==> src/rtl/ma_pkg.sv <==
// rtl/ma_pkg.sv - shared size encodings, FSM states and alignment helper for ma_unit_v2
package ma_pkg;

  localparam logic [1:0] SZ_BYTE = 2'b00;
  localparam logic [1:0] SZ_HALF = 2'b01;
  localparam logic [1:0] SZ_WORD = 2'b10;
  localparam logic [1:0] SZ_DBL  = 2'b11;

  typedef enum logic [2:0] {
    IDLE,
    ISSUE,
    WAIT,
    DONE,
    ERR
  } ma_state_t;

  function automatic logic is_misaligned(input logic [1:0] size, input logic [2:0] addr_lsbs);
    logic w_mis;
    case (size)
      SZ_BYTE: w_mis = 1'b0;
      SZ_HALF: w_mis = addr_lsbs[0];
      SZ_WORD: w_mis = |addr_lsbs[1:0];
      default: w_mis = |addr_lsbs;
    endcase
    return w_mis;
  endfunction

endpackage

==> src/rtl/ma_lane_align.sv <==
// rtl/ma_lane_align.sv - byte-lane steering: store enables/replication and load extract/extension
module ma_lane_align
  import ma_pkg::*;
#(
  parameter int DATA_W = 32,
  parameter int LW     = $clog2(DATA_W / 8)
) (
  input  logic [1:0]          i_size,
  input  logic [LW-1:0]       i_lane,
  input  logic                i_is_unsigned,
  input  logic [DATA_W-1:0]   i_wd,
  input  logic [DATA_W-1:0]   i_dout,
  output logic [DATA_W/8-1:0] o_be,
  output logic [DATA_W-1:0]   o_din,
  output logic [DATA_W-1:0]   o_ld_data
);

  localparam int NB = DATA_W / 8;

  logic [DATA_W-1:0] w_shift;

  // Bring the addressed lane down to bit 0 so every size extracts from the bottom.
  assign w_shift = i_dout >> {i_lane, 3'b000};

  always_comb begin
    o_be      = '1;
    o_din     = i_wd;
    o_ld_data = i_dout;
    case (i_size)
      SZ_BYTE: begin
        o_be  = NB'(1'b1) << i_lane;
        o_din = {NB{i_wd[7:0]}};
        if (i_is_unsigned) o_ld_data = DATA_W'(w_shift[7:0]);
        else               o_ld_data = DATA_W'($signed(w_shift[7:0]));
      end
      SZ_HALF: begin
        o_be  = NB'(2'b11) << i_lane;
        o_din = {(NB/2){i_wd[15:0]}};
        if (i_is_unsigned) o_ld_data = DATA_W'(w_shift[15:0]);
        else               o_ld_data = DATA_W'($signed(w_shift[15:0]));
      end
      SZ_WORD: begin
        o_be  = NB'(4'hF) << i_lane;
        o_din = {(NB/4){i_wd[31:0]}};
        if (i_is_unsigned) o_ld_data = DATA_W'(w_shift[31:0]);
        else               o_ld_data = DATA_W'($signed(w_shift[31:0]));
      end
      default: begin
        o_be      = '1;
        o_din     = i_wd;
        o_ld_data = i_dout;
      end
    endcase
  end

endmodule

==> src/rtl/ma_unit_v2.sv <==
// rtl/ma_unit_v2.sv - MA-stage load/store unit driving a synchronous byte-enabled data memory
module ma_unit_v2
  import ma_pkg::*;
#(
  parameter int DATA_W      = 32,
  parameter int ADDR_W      = 9,
  parameter int MEM_LATENCY = 1
) (
  input  logic                                 i_clk,
  input  logic                                 i_reset,
  input  logic                                 i_req_valid,
  output logic                                 o_req_ready,
  input  logic                                 i_is_ld,
  input  logic                                 i_is_st,
  input  logic [1:0]                           i_size,
  input  logic                                 i_is_unsigned,
  input  logic [ADDR_W-1:0]                    i_addr,
  input  logic [DATA_W-1:0]                    i_wd,
  output logic [DATA_W-1:0]                    o_rd_data,
  output logic                                 o_done,
  output logic                                 o_err,
  output logic                                 o_busy,
  output logic                                 o_mem_en,
  output logic [DATA_W/8-1:0]                  o_mem_we,
  output logic [ADDR_W-$clog2(DATA_W/8)-1:0]   o_mem_addr,
  output logic [DATA_W-1:0]                    o_mem_din,
  input  logic [DATA_W-1:0]                    i_mem_dout
);

  localparam int LW = $clog2(DATA_W / 8);

  ma_state_t           r_state, w_next;
  logic [ADDR_W-1:0]   r_addr;
  logic [1:0]          r_size;
  logic                r_uns;
  logic                r_is_st;
  logic [DATA_W-1:0]   r_wd;
  logic [2:0]          r_cnt;
  logic [DATA_W-1:0]   r_rd_data;

  logic                w_accept;
  logic                w_bad;
  logic                w_size_bad;
  logic [DATA_W/8-1:0] w_be;
  logic [DATA_W-1:0]   w_din;
  logic [DATA_W-1:0]   w_ld_data;

  // Doubles only exist on a 64-bit memory; on 32-bit they are malformed.
  assign w_size_bad = (i_size == SZ_DBL) && (DATA_W == 32);
  assign w_bad      = (i_is_ld & i_is_st) | w_size_bad | is_misaligned(i_size, i_addr[2:0]);
  assign w_accept   = i_req_valid & o_req_ready & (i_is_ld | i_is_st);

  ma_lane_align #(.DATA_W(DATA_W)) u_align (
    .i_size        (r_size),
    .i_lane        (r_addr[LW-1:0]),
    .i_is_unsigned (r_uns),
    .i_wd          (r_wd),
    .i_dout        (i_mem_dout),
    .o_be          (w_be),
    .o_din         (w_din),
    .o_ld_data     (w_ld_data)
  );

  always_ff @(posedge i_clk) begin
    if (i_reset) r_state <= IDLE;
    else         r_state <= w_next;
  end

  always_comb begin
    w_next = r_state;
    case (r_state)
      IDLE:     if (w_accept) w_next = w_bad ? ERR : ISSUE;
      ISSUE:    w_next = r_is_st ? DONE : WAIT;
      WAIT:     if (r_cnt == 3'd0) w_next = DONE;
      DONE:     w_next = IDLE;
      ERR:      w_next = IDLE;
      default:  w_next = IDLE;
    endcase
  end

  always_ff @(posedge i_clk) begin
    if (i_reset) begin
      r_addr    <= '0;
      r_size    <= SZ_BYTE;
      r_uns     <= 1'b0;
      r_is_st   <= 1'b0;
      r_wd      <= '0;
      r_cnt     <= '0;
      r_rd_data <= '0;
    end else begin
      if (w_accept) begin
        r_addr  <= i_addr;
        r_size  <= i_size;
        r_uns   <= i_is_unsigned;
        r_is_st <= i_is_st;
        r_wd    <= i_wd;
      end
      if (r_state == ISSUE)     r_cnt <= 3'(MEM_LATENCY - 1);
      else if (r_state == WAIT) r_cnt <= r_cnt - 3'd1;
      if (r_state == WAIT && r_cnt == 3'd0) r_rd_data <= w_ld_data;
    end
  end

  assign o_req_ready = (r_state == IDLE) & ~i_reset;
  assign o_busy      = (r_state != IDLE);
  assign o_done      = (r_state == DONE) | (r_state == ERR);
  assign o_err       = (r_state == ERR);
  assign o_mem_en    = (r_state == ISSUE);
  assign o_mem_we    = (r_state == ISSUE && r_is_st) ? w_be : '0;
  assign o_mem_addr  = r_addr[ADDR_W-1:LW];
  assign o_mem_din   = w_din;
  assign o_rd_data   = r_rd_data;

endmodule

==> config.mk <==
export PLATFORM = sky130hd
export DESIGN_NAME = ma_unit_v2
export DESIGN_NICKNAME = d
export VERILOG_FILES = /design/src/rtl/ma_pkg.sv /design/src/rtl/ma_lane_align.sv /design/src/rtl/ma_unit_v2.sv
export SDC_FILE = /design/constraint.sdc
export NUM_CORES = 1
export LEC_CHECK = 0
export CELL_PAD_IN_SITES_DETAIL_PLACEMENT = 1
export CELL_PAD_IN_SITES_GLOBAL_PLACEMENT = 1
export CORE_ASPECT_RATIO = 1.25
export CORE_MARGIN = 2
export CORE_UTILIZATION = 30
export DETAILED_ROUTE_END_ITERATION = 6
export PLACE_DENSITY_LB_ADDON = 0.1
export SKIP_LAST_GASP = 1
export SYNTH_ARGS = -nofsm -noshare
export SYNTH_HDL_FRONTEND = slang
export SYNTH_SLANG_ARGS = --single-unit
==> constraint.sdc <==
create_clock -name i_clk -period 8.13 [get_ports i_clk]
set_clock_uncertainty 0.2 [all_clocks]
set_input_delay 2.439 -clock i_clk [delete_from_list [all_inputs] [get_ports i_clk]]
set_output_delay 2.439 -clock i_clk [all_outputs]
set_load 0.05 [all_outputs]
==> results summary <==
The number of inserted diodes is 0. Counting flops and latches in the post-synthesis netlist gives 83. STA puts the critical path data arrival time at 3.46 ns.

The final weighted congestion of routability-driven global placement is 0.7929. The proportion of synthesized flip-flops having asynchronous set or reset is 0%. The number of enable flip-flop cells after synthesis came out at 0. The endpoint identified for the worst register-to-register timing path is o_rd_data[13].

The I/O pin total came out at 161. CTS saw 83 sinks. The count of unique library cells instantiated by Yosys came out at 44. For the worst setup path, the data required time is 5.49 ns. The critical path crosses 3 cells after its start point.

The synthesized net count came out at 652. The share of synthesized area occupied by flip-flops and latches came out at 37.64%. Derived from the worst setup path, the maximum achievable clock frequency is 164.0 MHz.

The largest stage delay on the critical path came out at 0.82 ns. The end point of the worst hold path is o_rd_data[13]. After clock tree synthesis, the flow added hold-fix buffers numbering 0.

The count of input and output buffers is 160. The worst-case clock buffer depth came out at 2. After layout, the worst path uses 75.02% of the clock period. In this run the clock root is driven by a clkbuf_16. After clock tree synthesis, the repair step resized 0 gates. For this run, the post-layout net count is 769.

Along the worst hold path, the cell count comes to 2. The startpoint of the most critical register-to-register path is r_size[0]. The total iterations of the first detailed-routing run came out at 4. The worst hold path begins at o_rd_data[13]. The cell with the largest stage delay on the worst path is clkdlybuf4s50_1.

The depth of the most critical reg-to-reg path is 4. The standby leakage power came out at 0.002138 uW. The number of buffers added by the clock tree synthesis step is 9. The initial standard-cell utilization of the core came out at 30.64%.

The signal on the critical path passes through buf_2, nor2_1, clkdlybuf4s50_1. The slew at the pin with the worst max-slew slack came out at 1.059 ns. The netlist area before placement is 4414 um^2. Setup repair after global routing left no endpoint under its margin. For this run, design rule violations remaining after detail routing come to 0. The total chip power came out at 1147 uW. The number of instances in the synthesized netlist is 565. The total negative slack for setup checks came out at 0 ns. The maximum ir drop on the vdd rail is 83.12 uV. Entering global routing, the biggest net connects 75 pins. The final-report hold violation count came out at 0.

The worst setup path is captured at an output pin. The relative slew slack is 29.20%. Counting I/O delays and the setup requirement, the final critical path takes 6.099 ns. Counting both buffers and inverters, the worst setup path holds a total of 2. The proportion of layout cells with a drive suffix above 1 is 5.831%. The chip width is 112.5 um. The post-synthesis area per instance came out at 7.813 um^2.

Global routing finished with a remaining overflow of 0. The setup violation total in the final timing report is 0. TritonCTS built the clock tree. The first-pass GRT wire length is 24.38 mm.

STA classifies the critical path startpoint as an input port. The final layout contains routed wiring with a total length of 15.58 mm. The post-route antenna net violation count is 0.

The initialized floorplan defines 49 standard-cell rows. In the global route stage, overall resource usage came out at 19.59%. The most used flip-flop cell after synthesis is dfxtp_1. The average wire per standard cell came out at 18.04 um. The detailed placement HPWL came out at 11.00 mm. The initial antenna violation count is 0. By startpoint and endpoint, the worst setup path is classified as input port to output pin. The final count of pins violating max slew is 0. Along the worst path, the maximum fanout reaches 2. The violation count after the first detailed-route iteration is 161.

The vertical die dimension came out at 139.6 um. The tool flagged a number of max-cap violations equal to 0. The clock edge transition at the registers on the reported setup and hold paths is 0.06 ns. The synthesis-to-finish area growth came out at 42.12%.

The clock tree synthesis step divided the H-tree into 3 levels. The total number of vias came out at 4513. The path category of the worst min-delay check is register to register. For the worst-skew pair, the clock arrives at the later sink with an insertion delay of 0.35 ns. Among cell families on the critical path, the largest total delay comes from buffers and inverters. The region available for standard cell placement spans 14410 um^2.

The area of the die is 15710 um^2. The via count of the first global-routing pass came to 4638. The number of setup buffers added after CTS is 0. In the routed layout, each cell is associated on average with a via count of 5.223. The flow ran to the end, and the final reports show no timing, DRC or antenna violations. The register-to-register setup slack came out at 5.42 ns. The power density over the cells came out at 182.8 nW/um^2. The Yosys step of the flow raised 0 warnings.
==> registers in the layout (all words and copies together) (netlist names) <==
name and flops:
o_rd_data 32, r_cnt 3, r_is_st 1, r_addr 9, r_uns 1, r_state 3
r_size 2, r_wd 32
==> synth_stat cells, types with 9 or more instances <==
| library cell | n | area, um^2 |
|---|---|---|
| mux2_2 | 12 | 135.1 |
| clkbuf_1 | 23 | 86.33 |
| a21oi_1 | 74 | 370.4 |
| mux2i_1 | 16 | 160.2 |
| buf_4 | 16 | 120.1 |
| dfxtp_1 | 83 | 1662 |
| buf_2 | 17 | 85.08 |
| nand2_1 | 136 | 510.5 |
| nor2_1 | 45 | 168.9 |
| o211ai_1 | 17 | 127.6 |
| nor2b_1 | 9 | 56.30 |
| nor3_1 | 14 | 70.07 |
==> metal layers <==
metal,part of all wire (%),routed length [um],GRT usage (%)
met5,0,0,0
met2,52,8031,33.96
met1,41,6383,23.66
met4,1.8,281,6.739
met3,5.7,888,4.660
==> per-stage QoR <==
stage	hold WS (ns)	std cells	utilization, %	worst slack, ns	instance area, um^2
floorplan	0.2329	565	-	1.992	4414
global placement	0.2384	849	41.49	2.036	5978
detailed placement	0.2469	849	41.49	2.036	5978
CTS	0.2553	864	43.54	2.023	6274
global route	0.2758	864	43.54	2.022	6274
finish	0.2522	864	43.54	2.031	6274
==> layout by cell type (no fill, tap or decap), types with 6 or more instances in the layout <==
cell	n
mux2_2	12
a22oi_1	8
dfxtp_1	83
nand2_1	136
o32ai_1	8
mux2i_1	16
o221ai_1	7
clkbuf_16	9
nor2_1	45
a211oi_1	7
a22o_1	8
nor2b_1	9
o211ai_1	17
a21oi_1	74
a2bb2oi_1	7
inv_1	8
nor3_1	13
ha_1	6
clkdlybuf4s50_1	159
a221oi_1	8
==> worst max path at each step <==
stage,slack (ns),startpoint,to
CTS,2.02,i_reset,o_req_ready
finish,2.03,i_reset,o_req_ready
global placement,2.04,i_reset,o_req_ready
detailed placement,2.04,i_reset,o_req_ready
global route,2.02,i_reset,o_req_ready
floorplan,1.99,i_reset,o_req_ready
==> cell type report <==
cell class                      instances  area [um^2]
Timing Repair Buffer                  165         1634
Fill cell                            1734         8134
Multi-Input combinational cell        414         2426
Inverter                                9        33.78
Sequential cell                        83         1662
Clock inverter                          2        35.03
Clock buffer                           13        260.3
Tap cell                              178        222.7
==> where the power goes <==
group / internal, uW / switching (uW)
Sequential: 425 / 14.5
Clock: 253 / 168
Combinational: 112 / 175
==> cell families (layout without fill, tap and decap cells) <==
family	Yosys count	count (layout)	synth area share, %
AOI/OAI and AO/OA	157	157	24.43
muxes	29	29	7.029
buffers and inverters	68	189	7.625
adders and majority gates	6	6	1.701
xor gates and xnor gates	1	1	0.1984
and+or+nand+nor	221	221	21.37
DFF	83	83	37.64
==> tightest hold or removal path: cells and delay by family, from the launching register on <==
kind,cells,cell delay [ns]
flops,1,0.31
compound gates,1,0.05
simple gates,1,0.05
No activity file was read; power rests on OpenSTA's default activity.
